--- src/rtl/udp_echo_client_pkg.sv ---
// Shared types for the UDP echo client control slice.
//   tx_state_e : top/TX sequencing states
//   rx_state_e : response checker states
package udp_echo_client_pkg;

  typedef enum logic [2:0] {
    IDLE,
    TX_HDR,
    TX_DATA,
    WAIT,
    DONE
  } tx_state_e;

  typedef enum logic {
    RX_HDR,
    RX_DATA
  } rx_state_e;

endpackage

--- src/rtl/udp_echo_client_rx_chk.sv ---
// Echo response checker. Accepts RX header/data lines without ever
// back-pressuring, counts data lines per packet and flags whether the
// packet length matched the configured request length.
//   clk, rst        : clock, synchronous active-high reset
//   i_req_len       : expected data lines per response (already 0->1 fixed)
//   i_hdr_val       : RX header valid        o_hdr_rdy  : RX header ready
//   i_data_val      : RX data valid          o_data_rdy : RX data ready
//   i_last          : final RX line
//   o_resp_done     : one-cycle pulse on the last-line handshake
//   o_len_ok        : line count equals i_req_len (valid with o_resp_done)
module udp_echo_client_rx_chk
  import udp_echo_client_pkg::*;
#(
  parameter int LEN_W = 8
) (
  input  logic             clk,
  input  logic             rst,
  input  logic [LEN_W-1:0] i_req_len,
  input  logic             i_hdr_val,
  output logic             o_hdr_rdy,
  input  logic             i_data_val,
  input  logic             i_last,
  output logic             o_data_rdy,
  output logic             o_resp_done,
  output logic             o_len_ok
);

  rx_state_e        r_state, w_state_nxt;
  // One extra bit so an over-long packet saturates above any legal length
  // instead of wrapping back into a false match.
  logic [LEN_W:0]   r_line_cnt;
  logic [LEN_W:0]   w_cnt_inc;

  assign w_cnt_inc = (r_line_cnt == '1) ? r_line_cnt : r_line_cnt + 1'b1;
  assign o_len_ok  = (w_cnt_inc == {1'b0, i_req_len});

  always_comb begin
    w_state_nxt = r_state;
    o_hdr_rdy   = 1'b0;
    o_data_rdy  = 1'b0;
    o_resp_done = 1'b0;
    case (r_state)
      RX_HDR: begin
        o_hdr_rdy = 1'b1;
        if (i_hdr_val) w_state_nxt = RX_DATA;
      end
      RX_DATA: begin
        o_data_rdy = 1'b1;
        if (i_data_val && i_last) begin
          o_resp_done = 1'b1;
          w_state_nxt = RX_HDR;
        end
      end
      default: w_state_nxt = RX_HDR;
    endcase
  end

  always_ff @(posedge clk) begin
    if (rst) begin
      r_state    <= RX_HDR;
      r_line_cnt <= '0;
    end else begin
      r_state <= w_state_nxt;
      if (r_state == RX_HDR && i_hdr_val)
        r_line_cnt <= '0;
      else if (r_state == RX_DATA && i_data_val)
        r_line_cnt <= w_cnt_inc;
    end
  end

endmodule

--- src/rtl/udp_echo_client_ctrl.sv ---
// UDP echo client control. Issues a configured burst of requests (header
// then req_len data lines each) with at most MAX_OUTSTANDING un-echoed
// requests in flight, checks the echoed responses and reports
// sent/received/error counts on completion.
//   clk, rst                     : clock, synchronous active-high reset
//   src_client_start_*           : burst start handshake + num_reqs/req_len
//   client_dst_tx_hdr_*          : TX header handshake
//   client_dst_tx_data_*         : TX data line handshake (+ last)
//   src_client_rx_*              : RX echo header/data handshake (+ last)
//   ctrl_datap_save_cfg          : pulse, datapath latches its configuration
//   ctrl_datap_incr_seq          : pulse, datapath advances sequence number
//   client_dst_done_*            : completion handshake
//   client_dst_reqs_sent/resps_rcvd/err_cnt : saturating result counters
module udp_echo_client_ctrl
  import udp_echo_client_pkg::*;
#(
  parameter int REQ_CNT_W       = 16,
  parameter int LEN_W           = 8,
  parameter int MAX_OUTSTANDING = 4,
  parameter int OUTST_W         = $clog2(MAX_OUTSTANDING + 1)
) (
  input  logic                 clk,
  input  logic                 rst,
  input  logic                 src_client_start_val,
  output logic                 client_src_start_rdy,
  input  logic [REQ_CNT_W-1:0] src_client_num_reqs,
  input  logic [LEN_W-1:0]     src_client_req_len,
  output logic                 client_dst_tx_hdr_val,
  input  logic                 dst_client_tx_hdr_rdy,
  output logic                 client_dst_tx_data_val,
  output logic                 client_dst_tx_data_last,
  input  logic                 dst_client_tx_data_rdy,
  input  logic                 src_client_rx_hdr_val,
  output logic                 client_src_rx_hdr_rdy,
  input  logic                 src_client_rx_data_val,
  input  logic                 src_client_rx_last,
  output logic                 client_src_rx_data_rdy,
  output logic                 ctrl_datap_save_cfg,
  output logic                 ctrl_datap_incr_seq,
  output logic                 client_dst_done_val,
  input  logic                 dst_client_done_rdy,
  output logic [REQ_CNT_W-1:0] client_dst_reqs_sent,
  output logic [REQ_CNT_W-1:0] client_dst_resps_rcvd,
  output logic [REQ_CNT_W-1:0] client_dst_err_cnt
);

  localparam logic [OUTST_W-1:0]   MAX_OUT = OUTST_W'(MAX_OUTSTANDING);
  localparam logic [REQ_CNT_W-1:0] CNT_MAX = '1;

  function automatic logic [REQ_CNT_W-1:0] sat_inc(input logic [REQ_CNT_W-1:0] v);
    return (v == CNT_MAX) ? v : v + 1'b1;
  endfunction

  tx_state_e            r_state, w_state_nxt;
  logic [REQ_CNT_W-1:0] r_num_reqs, r_sent, r_rcvd, r_err;
  logic [LEN_W-1:0]     r_req_len, r_line_cnt;
  logic [OUTST_W-1:0]   r_outst;

  logic w_start_hs, w_hdr_hs, w_data_hs, w_tx_done;
  logic w_rx_done, w_len_ok, w_active, w_rx_act, w_stray, w_match, w_err_inc;

  udp_echo_client_rx_chk #(.LEN_W(LEN_W)) u_rx_chk (
    .clk         (clk),
    .rst         (rst),
    .i_req_len   (r_req_len),
    .i_hdr_val   (src_client_rx_hdr_val),
    .o_hdr_rdy   (client_src_rx_hdr_rdy),
    .i_data_val  (src_client_rx_data_val),
    .i_last      (src_client_rx_last),
    .o_data_rdy  (client_src_rx_data_rdy),
    .o_resp_done (w_rx_done),
    .o_len_ok    (w_len_ok)
  );

  assign w_start_hs = src_client_start_val && client_src_start_rdy;
  assign w_hdr_hs   = client_dst_tx_hdr_val && dst_client_tx_hdr_rdy;
  assign w_data_hs  = client_dst_tx_data_val && dst_client_tx_data_rdy;
  assign w_tx_done  = w_data_hs && client_dst_tx_data_last;

  // Responses only count while a burst is running; in IDLE/DONE they drop.
  assign w_active  = (r_state == TX_HDR) || (r_state == TX_DATA) || (r_state == WAIT);
  assign w_rx_act  = w_rx_done && w_active;
  // A request completing in the same cycle covers a response that would
  // otherwise look stray, so outstanding stays level and both counts move.
  assign w_stray   = w_rx_act && (r_outst == '0) && !w_tx_done;
  assign w_match   = w_rx_act && !w_stray;
  assign w_err_inc = w_stray || (w_match && !w_len_ok);

  assign client_dst_reqs_sent  = r_sent;
  assign client_dst_resps_rcvd = r_rcvd;
  assign client_dst_err_cnt    = r_err;

  always_comb begin
    w_state_nxt             = r_state;
    client_src_start_rdy    = 1'b0;
    ctrl_datap_save_cfg     = 1'b0;
    client_dst_tx_hdr_val   = 1'b0;
    client_dst_tx_data_val  = 1'b0;
    client_dst_tx_data_last = 1'b0;
    ctrl_datap_incr_seq     = 1'b0;
    client_dst_done_val     = 1'b0;
    case (r_state)
      IDLE: begin
        client_src_start_rdy = 1'b1;
        if (src_client_start_val) begin
          ctrl_datap_save_cfg = 1'b1;
          w_state_nxt = (src_client_num_reqs == '0) ? DONE : TX_HDR;
        end
      end
      TX_HDR: begin
        if (r_sent == r_num_reqs) begin
          w_state_nxt = WAIT;
        end else begin
          // Outstanding can only fall while parked here, so once raised
          // the header valid holds until accepted.
          client_dst_tx_hdr_val = (r_outst < MAX_OUT);
          if (client_dst_tx_hdr_val && dst_client_tx_hdr_rdy) w_state_nxt = TX_DATA;
        end
      end
      TX_DATA: begin
        client_dst_tx_data_val  = 1'b1;
        client_dst_tx_data_last = (r_line_cnt == r_req_len - 1'b1);
        if (dst_client_tx_data_rdy && client_dst_tx_data_last) begin
          ctrl_datap_incr_seq = 1'b1;
          w_state_nxt         = TX_HDR;
        end
      end
      WAIT: begin
        if (r_rcvd == r_num_reqs) w_state_nxt = DONE;
      end
      DONE: begin
        client_dst_done_val = 1'b1;
        if (dst_client_done_rdy) w_state_nxt = IDLE;
      end
      default: w_state_nxt = IDLE;
    endcase
  end

  always_ff @(posedge clk) begin
    if (rst) begin
      r_state    <= IDLE;
      r_num_reqs <= '0;
      r_req_len  <= '0;
      r_line_cnt <= '0;
      r_sent     <= '0;
      r_rcvd     <= '0;
      r_err      <= '0;
      r_outst    <= '0;
    end else begin
      r_state <= w_state_nxt;
      if (w_start_hs) begin
        r_num_reqs <= src_client_num_reqs;
        r_req_len  <= (src_client_req_len == '0) ? LEN_W'(1) : src_client_req_len;
        r_line_cnt <= '0;
        r_sent     <= '0;
        r_rcvd     <= '0;
        r_err      <= '0;
        r_outst    <= '0;
      end else begin
        if (w_hdr_hs)       r_line_cnt <= '0;
        else if (w_data_hs) r_line_cnt <= r_line_cnt + 1'b1;
        if (w_tx_done) r_sent <= sat_inc(r_sent);
        if (w_match)   r_rcvd <= sat_inc(r_rcvd);
        if (w_err_inc) r_err  <= sat_inc(r_err);
        if (w_tx_done && !w_match)      r_outst <= r_outst + 1'b1;
        else if (w_match && !w_tx_done) r_outst <= r_outst - 1'b1;
      end
    end
  end

endmodule

--- config.mk ---
export PLATFORM = sky130hd
export DESIGN_NAME = udp_echo_client_ctrl
export DESIGN_NICKNAME = d
export VERILOG_FILES = /design/src/rtl/udp_echo_client_pkg.sv /design/src/rtl/udp_echo_client_rx_chk.sv /design/src/rtl/udp_echo_client_ctrl.sv
export SDC_FILE = /design/constraint.sdc
export NUM_CORES = 1
export LEC_CHECK = 0
export BUFFER_PORTS_ARGS = -buffer_cell sky130_fd_sc_hd__buf_2
export CORE_MARGIN = 4
export CORE_UTILIZATION = 53
export CTS_BUF_LIST = sky130_fd_sc_hd__clkbuf_8
export DETAILED_ROUTE_END_ITERATION = 16
export PLACE_DENSITY = 0.79
export SLEW_MARGIN = 20
export SYNTH_ARGS = -nofsm -noshare
export SYNTH_HDL_FRONTEND = slang
export SYNTH_SLANG_ARGS = --single-unit
--- constraint.sdc ---
create_clock -name clk -period 2.82 [get_ports clk]
set_clock_uncertainty 0.1 [all_clocks]
set_input_delay 0.423 -clock clk [delete_from_list [all_inputs] [get_ports clk]]
set_output_delay 0.423 -clock clk [all_outputs]
set_load 0.01 [all_outputs]
Word-level counts from Yosys, hierarchy flattened
Index checks and enable logic that the tools add are counted.
{ "totals": {"word_cells": 104, "out_inout_bits": 57, "inputBits": 33, "register_bits": 96} }
{ "classes": {"reduce_logical": 35, "n_addsub": 8, "eq_ne": 17, "mux": 29, "n_lt_le_gt_ge": 1, "bitwise": 4} }
{ "op_table": {"columns": ["cell", "n"], "rows": [
  ["$add A16 B1 Y16 const B", 3],
  ["$eq A16 B16 Y1 const B", 3],
  ["$eq A16 B16 Y1", 2],
  ["$mux W3", 9],
  ["$logic_and A1 B1 Y1", 16],
  ["$logic_not A16 Y1", 1],
  ["$mux W1", 16],
  ["$pmux W3 S5", 1],
  ["$add A9 B1 Y9 const B", 1],
  ["$eq A9 B8 Y1", 1],
  ["$eq A9 B9 Y1 const B", 1],
  ["$mux W9", 1],
  ["$add A8 B1 Y8 const B", 1],
  ["$eq A8 B8 Y1", 1],
  ["$logic_not A8 Y1", 1],
  ["$mux W8", 1],
  ["$sub A8 B1 Y8 const B", 1],
  ["$eq A3 B2 Y1 const B", 2],
  ["$logic_not A3 Y1", 2],
  ["$reduce_and A2 Y1", 3],
  ["$reduce_and A5 Y1", 1],
  ["$logic_not A1 Y1", 4],
  ["$ne A2 B1 Y1 const B", 2],
  ["$ne A2 B2 Y1 const B", 2],
  ["12 further kinds", 18]
]} }

Longest topological paths before layout
{ "logic_depth": {"ltp_word": 11, "depth_mapped": 13, "mapped_depth_nobuf": 13} }

Modules after synthesis
From an unflattened synthesis, not the netlist that was laid out.
{ "hier_totals": {"cells_unflattened": 658, "hier_area_um2": 5321.4} }
{ "by_module_without_submodules": {"columns": ["module", "area_each_um2", "cells_per_inst", "instances"], "rows": [
  ["udp_echo_client_ctrl", 4535.6, 560, 1],
  ["udp_echo_client_rx_chk", 785.8, 98, 1]
]} }

Worst setup path before layout
OpenSTA, ideal clock, no wires.
{ "synth_timing": {"path_type": "reg2reg", "from": "register r_req_len[0]", "to": "register r_outst[2]", "stages_incl_launch_ff": 13, "setup_ns": 0.128, "arrival_time_ns": 2.656, "period_less_slack_ns": 2.883, "t_required_ns": 2.592, "slack_ns": -0.063, "cell_sequence": "dfxtp_1 inv_1 ha_1 or3b_1 a211oi_2 nand2_1 nor3_1 nand2_1 fa_1 nor4_1 a31oi_1 xor2_1 nor2_1"} }
{ "synth_via": {"elab_chain_len": 11, "elab_cells_between_ends": 13} }
{ "synth_lines": {"columns": ["item", "line_no", "rtl"], "rows": [
  ["from (decl)", "udp_echo_client_ctrl.sv:56", "logic [LEN_W-1:0] r_req_len, r_line_cnt;"],
  ["from (signal assigned)", "udp_echo_client_ctrl.sv:153", "r_req_len <= (src_client_req_len == '0) ? LEN_W'(1) : src_client_req_len;"],
  ["$sub A8 B1 Y8 (*)", "udp_echo_client_ctrl.sv:122", "client_dst_tx_data_last = (r_line_cnt == r_req_len - 1'b1);"],
  ["$eq A8 B8 Y1 (*)", "udp_echo_client_ctrl.sv:122", null],
  ["$mux W1 (*)", "udp_echo_client_ctrl.sv:102", "case (r_state)"],
  ["$logic_and A1 B1 Y1 (*)", "udp_echo_client_ctrl.sv:78", "assign w_tx_done = w_data_hs && client_dst_tx_data_last;"],
  ["$logic_not A1 Y1", "udp_echo_client_ctrl.sv:85, udp_echo_client_ctrl.sv:166", null],
  ["$logic_and A1 B1 Y1", "udp_echo_client_ctrl.sv:85", "assign w_stray = w_rx_act && (r_outst == '0) && !w_tx_done;"],
  ["$logic_not A1 Y1", "udp_echo_client_ctrl.sv:86", "assign w_match = w_rx_act && !w_stray;"],
  ["$logic_and A1 B1 Y1", "udp_echo_client_ctrl.sv:86", null],
  ["$logic_not A1 Y1", "udp_echo_client_ctrl.sv:165", "if (w_tx_done && !w_match) r_outst <= r_outst + 1'b1;"],
  ["$logic_and A1 B1 Y1", "udp_echo_client_ctrl.sv:165", null],
  ["$mux W3 or $reduce_bool A2 Y1 (tied branches)", null, null],
  ["to (signal assigned)", "udp_echo_client_ctrl.sv:165", null],
  ["to (signal assigned)", "udp_echo_client_ctrl.sv:166", "else if (w_match && !w_tx_done) r_outst <= r_outst - 1'b1;"],
  ["to (decl)", "udp_echo_client_ctrl.sv:57", "logic [OUTST_W-1:0] r_outst;"]
]} }
Every way passes the cells marked *; elsewhere a longest branch is shown, timed or not.
A chain may end at the register's enable or synchronous reset.

Worst setup path after layout
{ "layout_timing": {"from": "register r_req_len[1]", "to": "register r_outst[2]"} }
The elaborated chain is that of the path after synthesis.

==> results.yml <==
run_status:
  status: "completed"
floorplanning:
  core_area_um2: 9820
  die_w_um: 109
  die_area_um2: 11800
  start_util: 0.546
  die_h_um: 109
  rows: 36
  ioPinCount: 90
pwr:
  clkPwrFrac: 0.279
  switching_share: 0.343
  p_seq_frac: 0.429
  ir_worst_vdd_mv: 0.309
  p_int_mw: 2.40
  pwr_density_cell_nw_per_um2: 565
  switchingPower_mw: 1.26
  pwr-share-comb: 0.292
  leakage_nw: 2.73
synth:
  synth.distinct_cells: 64
  syn_area_per_cell_um2: 7.95
  synth_enable_flop_cells: 0
  ys.warnings.count: 0
  async_flop_share: 0
  synthesis.area_um2: 5360
  syn_inst: 674
  synth_nets: 714
  ys_ff_latch: 96
  synth-seq-area-share: 0.359
  synthFlopType: "dfxtp_1"
clocking:
  cts.clk_slew.worst_paths_ns: 0.09
  cts_tree: "built"
  worstSkewPairLatency_ns: 0.38
  cts_root_buffer: "clkbuf_8"
  clk_path_buf_depth: 2
  cts_made_buffers: 9
  htreeDepth: 3
  clock_sinks: 96
min_path:
  holdCritPathClass: "in -> reg"
timing:
  report.final.slew_viol_count: 0
  final_hold_viol_count: 0
  tightest_slew_ns: 0.690
  fin_tns_setup_ns: 0
  finalSetupViolCount: 0
  timing.slew.headroom: 0.538
  fin_ws_ns: 0.00448
  post-route-min-period_ns: 2.82
  min_period_over_period: 0.998
  fmax_ghz: 0.355
drt:
  vias: 5457
  antenna_left: 0
  wl_um: 14900
  routedWlPerCell_um: 16.2
  drt_iter0_drc: 319
  dr.pass1.iters: 5
  viasPerCell: 5.91
  drc: 0
place:
  io_buffers: 89
  post-place-ws_ns: -0.0552
  gp_congestion: 0.957
  hpwlAfterDp_um: 11000
  placed_area_um2: 6090
worst_setup_path:
  r2r_setup_slack_ns: 0.004
  startpoint_type: "flop"
  crit_chain: "inv_2, ha_4, or3b_4, a211oi_4, nand2_2, nor3_2, buf_4, nand2_1, fa_2, nor4_2, a31oi_1, xor2_1, nor2_1"
  cpPeakStageDelay_ns: 0.39
  cp_data_arrival_time_ns: 2.99
  path_class: "reg -> reg"
  crit_required_ns: 2.99
  crit_path_end_kind: "flop"
  worst-path-buf-inv: 2
  crit_slowest_cell: "or3b_4"
  crit_family: "simple AND/OR/NAND/NOR gates"
  critPathMaxFanout: 4
global_route:
  grt_pass1_vias: 5132
  overflow: 0
  grt_pass1_wl_um: 24000
  grt_usage: 0.253
  grt_max_degree: 36
  antenna_found_initial: 0
job:
  drv_cap: 0
final_layout:
  stdcell_area_um2: 6470
  nNetsFinal: 825
  diodes: 0
  final_util: 0.659
  final_cell_mix: "94 x dfxtp_1, 88 x buf_2, 87 x nand2_1"
  layout-drive-gt1-share: 0.230
  layout_commonest_cell: "dfxtp_1"
  areaGrowthSynthToFinish_pct: 20.8
==> power by group through the flow <==
stage	Combinational, mW	Sequential, mW	Clock, mW
finish	1.07	1.57	1.02
global route	1.17	1.58	1.09
CTS	0.981	1.56	1.04
detailed placement	0.961	1.59	0
global placement	0.927	1.59	0
floorplan	0.719	1.53	0
==> state kept, by name (all words and copies together), names as in the netlist <==
signal / count
client_dst_err_cnt: 16
client_dst_reqs_sent: 16
client_dst_resps_rcvd: 16
r_line_cnt: 8
r_num_reqs: 16
r_outst: 3
r_req_len: 8
r_state: 3
u_rx_chk.r_line_cnt: 9
u_rx_chk.r_state: 1
==> layer usage <==
layer | GRT usage | up-vias | wire (um)
li1 | - | 2622 | -
met1 | 0.312 | 2551 | 5970
met2 | 0.425 | 251 | 7320
met3 | 0.0555 | 33 | 1260
met4 | 0.105 | 0 | 369
met5 | 0 | - | 0
==> cell usage after synthesis (2+ instances only) <==
| master | instances | area (um2) |
|---|---|---|
| xor2_1 | 60 | 526 |
| nor3b_1 | 3 | 22.5 |
| a31oi_1 | 2 | 12.5 |
| or3_1 | 24 | 150 |
| a21oi_1 | 56 | 280 |
| nand3_1 | 32 | 160 |
| nand2b_1 | 6 | 37.5 |
| nand4_1 | 20 | 125 |
| mux2i_1 | 11 | 110 |
| nor3_1 | 17 | 85.1 |
| o31ai_1 | 6 | 45.0 |
| and4_1 | 7 | 61.3 |
| and3_1 | 11 | 68.8 |
| nor4_1 | 17 | 106 |
| o211ai_1 | 6 | 45.0 |
| nand2_1 | 88 | 330 |
| nor2_1 | 60 | 225 |
| or4_1 | 11 | 82.6 |
| xnor2_1 | 15 | 131 |
| a311oi_1 | 2 | 17.5 |
| dfxtp_1 | 96 | 1920 |
| nor2b_1 | 2 | 12.5 |
| ha_1 | 6 | 75.1 |
| inv_1 | 13 | 48.8 |
| a211oi_1 | 3 | 22.5 |
| nor3_2 | 2 | 20.0 |
| buf_4 | 3 | 22.5 |
| o21ai_0 | 25 | 125 |
| buf_2 | 10 | 50.1 |
| and2_1 | 7 | 43.8 |
| or2_2 | 2 | 12.5 |
| a21o_1 | 2 | 15.0 |
| clkbuf_1 | 18 | 67.6 |
==> area by class of cell <==
| class | count | area [um2] |
|---|---|---|
| clock buffers | 10 | 138 |
| clock inverters | 6 | 82.6 |
| fillers | 866 | 3350 |
| inverters | 13 | 48.8 |
| multi-input cells | 532 | 3330 |
| flip-flops and latches | 96 | 1920 |
| well taps | 133 | 166 |
| repair buffers | 133 | 782 |
==> logic make-up after synthesis <==
| group | after synthesis | share of synthesized area |
|---|---|---|
| and+or+nand+nor | 321 | 0.310 |
| AOI/OAI and AO/OA | 117 | 0.130 |
| DFF | 96 | 0.359 |
| xor gates and xnor gates | 75 | 0.123 |
| buffers and inverters | 46 | 0.0381 |
| muxes | 12 | 0.0227 |
| adders and majority gates | 7 | 0.0177 |
==> repair_timing <==
item	CTS	global route
setup buffers	1	8
resized for setup	3	22
hold buffers	0	0
setup endpoints to repair	3	30
pin swaps	5	16
==> final timing paths <==
| check | cells past startpoint | start | endpoint |
|---|---|---|---|
| worst min register to register | 2 | r_num_reqs[12] | r_num_reqs[12] |
| worst max register to register | 13 | r_req_len[1] | r_outst[2] |
| worst max-delay path | 13 | r_req_len[1] | r_outst[2] |
| worst min-delay path | 2 | src_client_rx_last | u_rx_chk.r_state |
==> through the flow <==
step	power (mW)	std cells	hold slack, ns
5_1_grt	3.84	923	0.180
6_report	3.66	923	0.169
4_1_cts	3.58	916	0.152
3_5_place_dp	2.56	899	0.398
2_1_floorplan	2.25	674	0.372
3_3_place_gp	2.51	899	0.376
Power figures use the tool's default switching activity.
